`src/rtl/fetch_queue.sv`:
```
// Instruction fetch queue between the fetch and decode stages: a circular buffer
// with first-word fall-through reads. A redirect (flush) empties it and drops one wrong-path fetch.
//
// state | meaning
// ------+-------------------------------------------------------------
// RUN   | normal operation: accept fetches, raise freeze when full
// DROP  | one cycle after a flush: discard the in-flight wrong-path fetch
module fetch_queue #(
  parameter int WORD_LEN = 16,
  parameter int DEPTH    = 4
) (
  input  logic                       clk,
  input  logic                       rst,
  input  logic [WORD_LEN-1:0]        inPC,
  input  logic [WORD_LEN-1:0]        inInstruction,
  input  logic                       inValid,
  input  logic                       flush,
  input  logic                       stall,
  output logic                       freeze,
  output logic [WORD_LEN-1:0]        outPC,
  output logic [WORD_LEN-1:0]        outInstruction,
  output logic                       outValid,
  output logic [$clog2(DEPTH):0]     count
);

  localparam int PW = $clog2(DEPTH);
  localparam int CW = PW + 1;

  typedef enum logic {RUN = 1'b0, DROP = 1'b1} state_t;

  state_t              state_q, state_d;
  logic [PW-1:0]       rd_ptr, wr_ptr;
  logic [CW-1:0]       occ;
  logic [WORD_LEN-1:0] pc_mem    [DEPTH];
  logic [WORD_LEN-1:0] instr_mem [DEPTH];
  logic                full, empty, do_write, do_consume;

  assign full  = (occ == CW'(DEPTH));
  assign empty = (occ == '0);

  always_comb begin
    state_d    = state_q;
    freeze     = 1'b0;
    do_write   = 1'b0;
    do_consume = !empty && !stall && !flush;
    case (state_q)
      RUN: begin
        freeze   = full;
        do_write = inValid && !full && !flush;
        if (flush) state_d = DROP;
      end
      DROP: begin
        state_d = flush ? DROP : RUN;
      end
      default: state_d = RUN;
    endcase
  end

  always_ff @(posedge clk or posedge rst) begin
    if (rst) begin
      state_q <= RUN;
      rd_ptr  <= '0;
      wr_ptr  <= '0;
      occ     <= '0;
    end else begin
      state_q <= state_d;
      if (flush) begin
        rd_ptr <= '0;
        wr_ptr <= '0;
        occ    <= '0;
      end else begin
        if (do_write)   wr_ptr <= wr_ptr + PW'(1);
        if (do_consume) rd_ptr <= rd_ptr + PW'(1);
        case ({do_write, do_consume})
          2'b10:   occ <= occ + CW'(1);
          2'b01:   occ <= occ - CW'(1);
          default: occ <= occ;
        endcase
      end
    end
  end

  // Payload storage needs no reset; occupancy alone decides what is visible.
  always_ff @(posedge clk) begin
    if (do_write) begin
      pc_mem[wr_ptr]    <= inPC;
      instr_mem[wr_ptr] <= inInstruction;
    end
  end

  assign outValid       = !empty;
  assign outPC          = outValid ? pc_mem[rd_ptr]    : '0;
  assign outInstruction = outValid ? instr_mem[rd_ptr] : '0;
  assign count          = occ;

endmodule

```
`config.mk`:
```
export PLATFORM = sky130hd
export DESIGN_NAME = fetch_queue
export DESIGN_NICKNAME = d
export VERILOG_FILES = /design/src/rtl/fetch_queue.sv
export SDC_FILE = /design/constraint.sdc
export NUM_CORES = 1
export LEC_CHECK = 0
export BUFFER_PORTS_ARGS = -buffer_cell sky130_fd_sc_hd__clkbuf_2
export CAP_MARGIN = 20
export CELL_PAD_IN_SITES_DETAIL_PLACEMENT = 2
export CELL_PAD_IN_SITES_GLOBAL_PLACEMENT = 2
export CORE_ASPECT_RATIO = 1.1
export CORE_MARGIN = 2
export CORE_UTILIZATION = 43
export CTS_CLUSTER_SIZE = 28
export DETAILED_ROUTE_END_ITERATION = 8
export GPL_TIMING_DRIVEN = 1
export HOLD_SLACK_MARGIN = 0.02
export PLACE_DENSITY_LB_ADDON = 0.1
export SLEW_MARGIN = 25
export SYNTH_ARGS = -nofsm -noshare
export SYNTH_HDL_FRONTEND = slang
export SYNTH_SLANG_ARGS = --single-unit
```
`constraint.sdc`:
```
create_clock -name clk -period 3.75 [get_ports clk]
set_clock_uncertainty 0.05 [all_clocks]
set_input_delay 0.375 -clock clk [delete_from_list [all_inputs] [get_ports clk]]
set_output_delay 0.375 -clock clk [all_outputs]
set_load 0.01 [all_outputs]
```
Yosys cells after proc, flatten, opt, wreduce, memory -nomap -nowiden
Memories as Yosys holds them, arrays and structs flattened. Index checks and enable logic that the tools add are counted.

Bits in writable memories: 128. Input bits: 37. Logic and storage cells: 38. Bits in registers: 8. Memories: 2.

Equality and inequality tests: 3. Add/sub/neg operators: 4. Reduce and logical (&&, ||, !) cells: 12. Muxes and demuxes: 13.

Memory list: instr_mem (depth 4, width 16, read ports 1, clocked after Yosys merged registers in 0, write ports 1, line 35) `logic [WORD_LEN-1:0] instr_mem [DEPTH];`; pc_mem (depth 4, width 16, read ports 1, clocked after Yosys merged registers in 0, write ports 1, line 34) `logic [WORD_LEN-1:0] pc_mem [DEPTH];`.

Operators by type and width (count): 16-bit two-way mux (2); 2-bit two-way mux (4); 3-bit case mux with 2 select lines (1); 1-bit two-way mux (5); 2-bit by 1-bit adder with 2-bit output, second input constant (2); 1-bit logical AND (4); 1-bit logical NOT (4); 2-bit nonzero test (2); 3-bit by 1-bit adder with 3-bit output, second input constant (1); 3-bit == test, second input constant (1); 3-bit logical NOT (1); 3-bit two-way mux (1); 3-bit nonzero test (1); 3-bit by 1-bit subtractor with 3-bit output, second input constant (1); 2-bit by 1-bit == test with 1-bit output, second input constant (1); 2-bit == test, second input constant (1).

Depth between registers and ports, before layout
Gate-level depths: netlist (run 1).

Word-level depth: 8. Gate-level depth with buffers: 8.

Worst setup path before layout (run 1)
Ideal clock, no wire load.

Path kind: register to register. Start: reg occ[1] (netlist: count[1]). End: reg occ[2] (netlist: count[2]). Arrival: 2.549 ns. Data required time: 3.575 ns. Slack: 1.026 ns. Stages on the path, launching flop included: 9. Period minus slack after synthesis: 2.724 ns. Library setup time: 0.125 ns. Path through: dfrtp_1 > nor3_1 > clkbuf_1 > clkbuf_1 > nor4_1 > fa_1 > or3_1 > o22a_1 > mux2_4.

Longest elaborated chain between the ends: 8.

RTL lines: from (decl) (line 33) `logic [CW-1:0] occ;`; from (signal assigned) (line 75) `2'b10: occ <= occ + CW'(1);`; from (signal assigned) (line 76) `2'b01: occ <= occ - CW'(1);`; 3-bit == test (line 38) `assign full = (occ == CW'(DEPTH));`; 1-bit logical NOT (line 49) `do_write = inValid && !full && !flush;`; 1-bit logical AND (2 in series) (line 49); 1-bit two-way mux (line 46) `case (state_q)`; 2-bit by 1-bit == test with 1-bit output or 2-bit == test (tied branches) (line 74) `case ({do_write, do_consume})`; 3-bit case mux with 2 select lines (line 74); 3-bit two-way mux (line 67) `if (flush) begin`.

Parallel ways exist; a longest one is shown, timed or not. A chain may end at the register's enable or synchronous reset.

Worst setup path in the final report (run 1)
Start: reg rd_ptr[0]. End: out outInstruction[15].

Longest elaborated chain between the ends: 2.

RTL lines: from (decl) (line 32) `logic [PW-1:0] rd_ptr, wr_ptr;`; from (signal assigned) (line 73) `if (do_consume) rd_ptr <= rd_ptr + PW'(1);`; memory 4 x 16 bit; 16-bit two-way mux (line 93) `assign outInstruction = outValid ? instr_mem[rd_ptr] : '0;`; to (decl) (line 21) `output logic [WORD_LEN-1:0] outInstruction,`.

No other way between the ends.

==> results of run 1 <==
## synthesized netlist by cell type
cell        n  share of area [%]
or3b_4      1               0.21
xnor2_1     2               0.33
nor4_1      1               0.12
buf_2       5               0.47
dfrtp_1     8                3.7
nor3_1      1              0.093
or3_1       1               0.12
nand2b_1    2               0.23
and2_4      1               0.16
fa_1        1               0.37
buf_6       1               0.21
o22a_1      1               0.16
mux4_2     32                 13
ha_1        4               0.93
nor3b_1     1               0.14
o31ai_1     1               0.14
inv_1       5               0.35
clkbuf_1    8               0.56
xnor2_2     1               0.30
nor3b_2     1               0.23
and3_1      4               0.47
nor2b_1    34                4.0
mux2_2      1               0.21
mux2_1      1               0.21
o211ai_1    1               0.14
mux2i_1     1               0.19
mux2_4      1               0.28
nand2_1     1              0.070
nor2_1      7               0.49
edfxtp_1  128                 72
## power groups by stage
stage	combinational (mW)	clock, mW	sequential (mW)
floorplan	0.748	0	1.78
global placement	1.08	0	1.84
detailed placement	1.11	0	1.85
CTS	1.12	1.52	1.82
global route	1.19	1.57	1.83
finish	1.08	1.48	1.81
## cells by family after synthesis
family          after synthesis
xor+xnor                      3
simple gates                 55
mux                          36
buf+inv                      19
fa+ha+maj                     5
flops                       136
compound gates                3
## registers in the layout (all words and copies together), names as in the netlist
name	cells
wr_ptr	2
instr_mem	64
count	3
pc_mem	64
rd_ptr	2
state_q	1
## per-layer routing
layer | global-route usage (%) | up-vias | routed length, um
met3 | 6.19 | 21 | 514
li1 | - | 1176 | -
met5 | 0 | - | 0
met1 | 23.4 | 1395 | 4900
met4 | 8.44 | 0 | 311
met2 | 31.0 | 83 | 5920
## path summary, 6_finish.rpt
check | start | to | slack [ps] | cells past startpoint
max reg2reg | state_q | count[2] | 1290 | 7
min in group asynchronous | rst | count[2] | 430 | 3
min | inPC[8] | pc_mem[1][8] | 130 | 1
max | rd_ptr[0] | outInstruction[15] | 1090 | 4
min reg2reg | wr_ptr[1] | wr_ptr[1] | 580 | 2
max in group asynchronous | rst | rd_ptr[1] | 2920 | 3
## area by class of cell
type	count	area (um2)	area share (%)
clock inverter	3	17.5	0.272
timing repair buffer	76	403	6.26
tap	154	193	3.00
inverter	5	18.8	0.292
clock buffer	29	510	7.94
multi-input combinational	102	1240	19.3
sequential	136	4050	62.9
## through the flow
step | power [mW] | hold WS [ps] | util, % | cell area, um2 | setup WS [ps]
after floorplan | 2.53 | 141 | - | 5360 | 1030
after global placement | 2.92 | 276 | 48.8 | 5890 | 1140
after detailed placement | 2.95 | 300 | 48.8 | 5890 | 1020
after CTS | 4.45 | 116 | 53.2 | 6430 | 1020
after global routing | 4.59 | 129 | 53.2 | 6430 | 931
final | 4.37 | 134 | 53.2 | 6430 | 1090
## worst max-delay path, delay by kind of cell, from the launching register on
family | cells | cell delay (ps)
flip-flops | 1 | 670
multiplexers | 1 | 530
AND/OR/NAND/NOR | 1 | 170
buffers and inverters | 2 | 450
==> results.yml, run 1 <==
power_and_ir_drop:
  clockPowerShare_pct: 33.8
  netSwitchingFraction_pct: 27.7
  power_frac_seq_pct: 41.5
  p_int_mw: 3.16
  power_density_nw_per_um2: 680
  p_leak_nw: 2.23
  p_sw_mw: 1.21
  p_comb_share_pct: 24.7
  peakVddDrop_v: 0.000592
synthesis:
  synth.yosys.seq_area_share_pct: 75.4
  yosys.area_share.xor_xnor_pct: 0.630
  synth_top_family_by_area: "multiplexers"
  syn_nets: 299
  synth-seq-cells: 136
  synth-simple-area-share_pct: 6.30
  synth_warnings: 0
  synth_fa_ha_area_share_pct: 1.31
  avgSynthCellArea_um2: 20.9
  netlist_area_um2: 5360
  syn_inst: 257
  synth_compound_area_share_pct: 0.443
  yosys.cell_types.count: 30
  yosys-mux-area-fraction_pct: 14.3
clock_network:
  cts_max_path_buffers: 2
  post-cts-setup-buffers: 0
  path_clk_slew_ps: 60
  cts_resized: 0
  cts_sinks: 136
  cts_tree: "done"
  cts_hold_buffers: 1
  htree_num_levels: 4
  clock_latency_ps: 410
  cts_buffers: 17
  cts_root_buf: "clkbuf_16"
routing:
  ant_nets: 0
  dr.pass1.iters: 4
  wl_per_cell_um: 23.1
  drc: 0
  routed-via-count: 2675
  via_per_inst: 5.30
  drt_wl_total_um: 11600
  drt_first_iter_violations: 123
die:
  dieArea_um2: 13400
  die_h_um: 121
  rows: 42
  core-area_um2: 12100
  die_x_um: 110
  initial_utilization_pct: 44.4
  io_pins: 74
timing:
  fin_crit_sh_pct: 70.9
  clock.fmax_mhz: 376
  rsz0062_at_grt: "no"
  setup_violations: 0
  finalHoldViolations: 0
  final_max_slew_viol_count: 0
  setup_tns_ps: 0
  period_minus_slack_ps: 2660
  worst_slew_pin_slew_ps: 930
  slew_headroom_pct: 38.0
global_route:
  grt-ovfl-total: 0
  grt_max_degree: 38
  grt_pass1_vias: 3093
  antenna_found_initial: 0
  grt.total_usage_pct: 19.0
  grt_pass1_wl_um: 18200
layout:
  layout.cells.non_filler: 505
  fillerInstances: 1043
  layout_common_cells: "edfxtp_1, clkbuf_2, nor2b_1"
  antenna_cells: 0
  drive_above_1_share_pct: 41.0
  final_common_cell: "edfxtp_1"
  syn2layout_area_growth_pct: 19.9
  fin_nets: 380
worst_setup_path:
  worstPathCellList: "buf_12 -> mux4_2 -> nor2b_1 -> clkbuf_2"
  slowest_stage: "dfrtp_2"
  end_kind: "output port"
  crit_type: "register to output port"
  cp_max_fo: 22
  cp-start-kind: "register"
  cp.arrival_ps: 2230
  cp.required_ps: 3320
  critPathMaxStageDelay_ps: 670
min_path:
  min_path_type: "input port to register"
place:
  place_inst: 472
  gp_congestion: 0.684
  portBuffers: 73
  hpwl_um: 6890
run:
  drv_cap: 0
run_status:
  outcome: "completed"
No activity file was read; power rests on OpenSTA's default activity.
==> inputs of run 2 (changes only) <==
--- a/config.mk
+++ b/config.mk
@@ -5,13 +5,14 @@
 export SDC_FILE = /design/constraint.sdc
 export NUM_CORES = 1
 export LEC_CHECK = 0
+export ABC_AREA = 1
 export BUFFER_PORTS_ARGS = -buffer_cell sky130_fd_sc_hd__clkbuf_2
 export CAP_MARGIN = 20
 export CELL_PAD_IN_SITES_DETAIL_PLACEMENT = 2
 export CELL_PAD_IN_SITES_GLOBAL_PLACEMENT = 2
 export CORE_ASPECT_RATIO = 1.1
 export CORE_MARGIN = 2
-export CORE_UTILIZATION = 43
+export CORE_UTILIZATION = 35
 export CTS_CLUSTER_SIZE = 28
 export DETAILED_ROUTE_END_ITERATION = 8
 export GPL_TIMING_DRIVEN = 1
==> constraint.sdc (replaced) <==
create_clock -name clk -period 2.4 [get_ports clk]
set_clock_uncertainty 0.05 [all_clocks]
set_input_delay 0.24 -clock clk [delete_from_list [all_inputs] [get_ports clk]]
set_output_delay 0.24 -clock clk [all_outputs]
set_load 0.01 [all_outputs]
==> run 2 against run 1 <==
Against the previous run: synthesized cell count rose by 73%; wire length is 25% higher; critical path depth up 11; area after synthesis is 2.0% higher; critical endpoint is now count[2].
==> results.yml, run 2 <==
run_status:
  outcome: "completed"
synthesis:
  synth-seq-cells: 136
  ys_async_sr_fraction_pct: 5.88
  yosys.cell_types.count: 21
  yosysMostFrequentCell: "nor2_1"
  netlist_area_um2: 5470
  syn_inst: 445
  synth_edf_count: 128
  synthTopCellsByCount: "nor2_1, edfxtp_1, o21ai_1"
  ys.flop_type: "edfxtp_1"
  yosysTopAreaCell: "edfxtp_1"
  synth.yosys.seq_area_share_pct: 73.9
  avgSynthCellArea_um2: 12.3
  ys_top_cells_by_area: "edfxtp_1, nor2_1, o21ai_1, dfrtp_1, a21oi_1"
  syn_nets: 487
  synth_warnings: 0
  yosys.area.top_type_share_pct: 70.3
global_route:
  antenna_found_initial: 0
  grt_pass1_wl_um: 22600
  grt.total_usage_pct: 18.6
  grt_max_degree: 55
  grt_pass1_vias: 4227
  grt-ovfl-total: 0
power_and_ir_drop:
  p_leak_nw: 2.65
  p_sw_mw: 1.21
  peakVddDrop_v: 0.000481
  power_frac_seq_pct: 47.3
  power_density_nw_per_um2: 792
  clockPowerShare_pct: 45.1
  p_comb_share_pct: 7.5
  netSwitchingFraction_pct: 21.6
  p_int_mw: 4.40
  total_power_mw: 5.61
timing:
  setup_tns_ps: 0
  clock.fmax_mhz: 441
  setup_ws_ps: 130
  fin_crit_sh_pct: 94.6
  final_max_slew_viol_count: 0
  worst_slew_pin_slew_ps: 484
  rsz0062_at_grt: "no"
  slew_headroom_pct: 67.7
  finalHoldViolations: 0
  period_minus_slack_ps: 2270
  setup_violations: 0
worst_setup_path:
  cp-start-kind: "input port"
  cp_max_fo: 9
  critPathMaxStageDelay_ps: 530
  critical_path.most_common_cell: "nand2_1"
  end_kind: "register"
  slowest_stage: "dlygate4sd3_1"
  worstPathCellList: "dlygate4sd3_1 -> clkbuf_2 -> inv_2 -> nand2_1 -> nor2_4 -> nand2_4 -> nand2_4 -> inv_1 -> fa_1 -> xnor2_2 -> inv_1 -> nand2_1 -> nand2_1 -> nand2_1 -> nand2_1"
  cp.required_ps: 2660
  crit_type: "input port to register"
  cp.arrival_ps: 2530
die:
  initial_utilization_pct: 36.0
  rows: 47
  io_pins: 74
  die_h_um: 135
  core-area_um2: 15200
  die_x_um: 123
  dieArea_um2: 16600
layout:
  antenna_cells: 0
  fin_area_um2: 7080
  final_common_cell: "nor2_1"
  fin_nets: 600
  drive_above_1_share_pct: 22.4
  syn2layout_area_growth_pct: 29.5
  layout_common_cells: "nor2_1, edfxtp_1, clkbuf_2"
min_path:
  min_path_type: "input port to register"
clock_network:
  htree_num_levels: 4
  cts_tree: "done"
  clock_latency_ps: 410
  cts_root_buf: "clkbuf_16"
  cts_max_path_buffers: 2
  cts_buffers: 17
  cts_sinks: 136
  path_clk_slew_ps: 60
routing:
  dr.pass1.iters: 4
  drt_wl_total_um: 14600
  ant_nets: 0
  routed-via-count: 3801
  drt_first_iter_violations: 178
  via_per_inst: 4.96
  drc: 0
  wl_per_cell_um: 19.0
run:
  drv_cap: 0
place:
  portBuffers: 73
  gp_congestion: 0.738
  pre_cts_ws_ps: 226
  place_area_um2: 6160
  hpwl_um: 8820
-- run 2: cell count changes after synthesis, sizes merged, moves of 3 or more --
cell,change
o21ai,+68
nor2,+129
nand3,+8
nor2b,-34
a21oi,+35
clkbuf,+6
mux2,-3
and3,-4
buf,+4
nand2,+15
inv,+11
mux4,-32
-- run 2: metal layers --
metal	wire [um]	share of wire [%]	global-route usage, %
met1	6020	41	21.4
met2	7910	54	33.6
met3	441	3.0	3.80
met4	198	1.4	7.01
met5	0	0	0
-- run 2: worst paths after layout --
path                            from      endpoint  slack, ps  depth (start not counted)
min reg2reg                wr_ptr[0]     wr_ptr[0]        540                          1
max in group asynchronous        rst     rd_ptr[0]       1750                          3
min                          inPC[9]  pc_mem[0][9]         40                          1
max reg2reg                 count[0]      count[2]        260                         12
min in group asynchronous        rst      count[1]        260                          3
max                            flush      count[2]        130                         15
-- run 2: timing repair --
action | in CTS | in global routing
buffers inserted | 0 | 0
hold buffers | 32 | 1
resized for setup | 0 | 7
setup endpoints to repair | 0 | 20
endpoints found under the hold margin | 129 | 4
-- run 2: layout make-up --
| type | count | area [um2] |
|---|---|---|
| tap | 196 | 245 |
| multi-input combinational | 269 | 1290 |
| fill | 1563 | 8090 |
| sequential | 136 | 4050 |
| clock buffer | 20 | 437 |
| inverter | 16 | 65.1 |
| timing repair buffer | 118 | 861 |
| clock inverter | 12 | 133 |
-- run 2: per-stage QoR --
stage / std cells / utilization, % / hold slack (ps)
after floorplan: 445 / - / 5.66
after global placement: 702 / 40.6 / 168
after detailed placement: 702 / 40.6 / 158
after CTS: 766 / 46.5 / 22.6
after global routing: 767 / 46.7 / 40.6
final: 767 / 46.7 / 41.5
-- run 2: critical path: cells and delay by family --
| family | cells | cell delay [ps] |
|---|---|---|
| buf+inv | 5 | 910 |
| simple gates | 8 | 740 |
| fa+ha+maj | 1 | 420 |
| xor+xnor | 1 | 200 |
-- run 2: power by group through the flow --
stage                     logic (mW)  registers, mW  clock network, mW
after CTS                      0.432           2.65               2.59
after global placement         0.368           2.70                  0
after detailed placement       0.385           2.70                  0
after global routing           0.473           2.66               2.68
final                          0.422           2.66               2.53
after floorplan                0.204           2.70                  0
-- run 2: cell families (layout without fill, tap and decap cells) --
group,after synthesis,count (layout),share of synthesized area (%)
XOR/XNOR,1,1,0.160
AO/OA/AOI/OAI,103,103,9.49
AND/OR/NAND/NOR,160,160,11.9
flip-flops,136,136,73.9
adder cells (fa/ha/maj),5,5,1.28
buffers and inverters,40,166,3.18
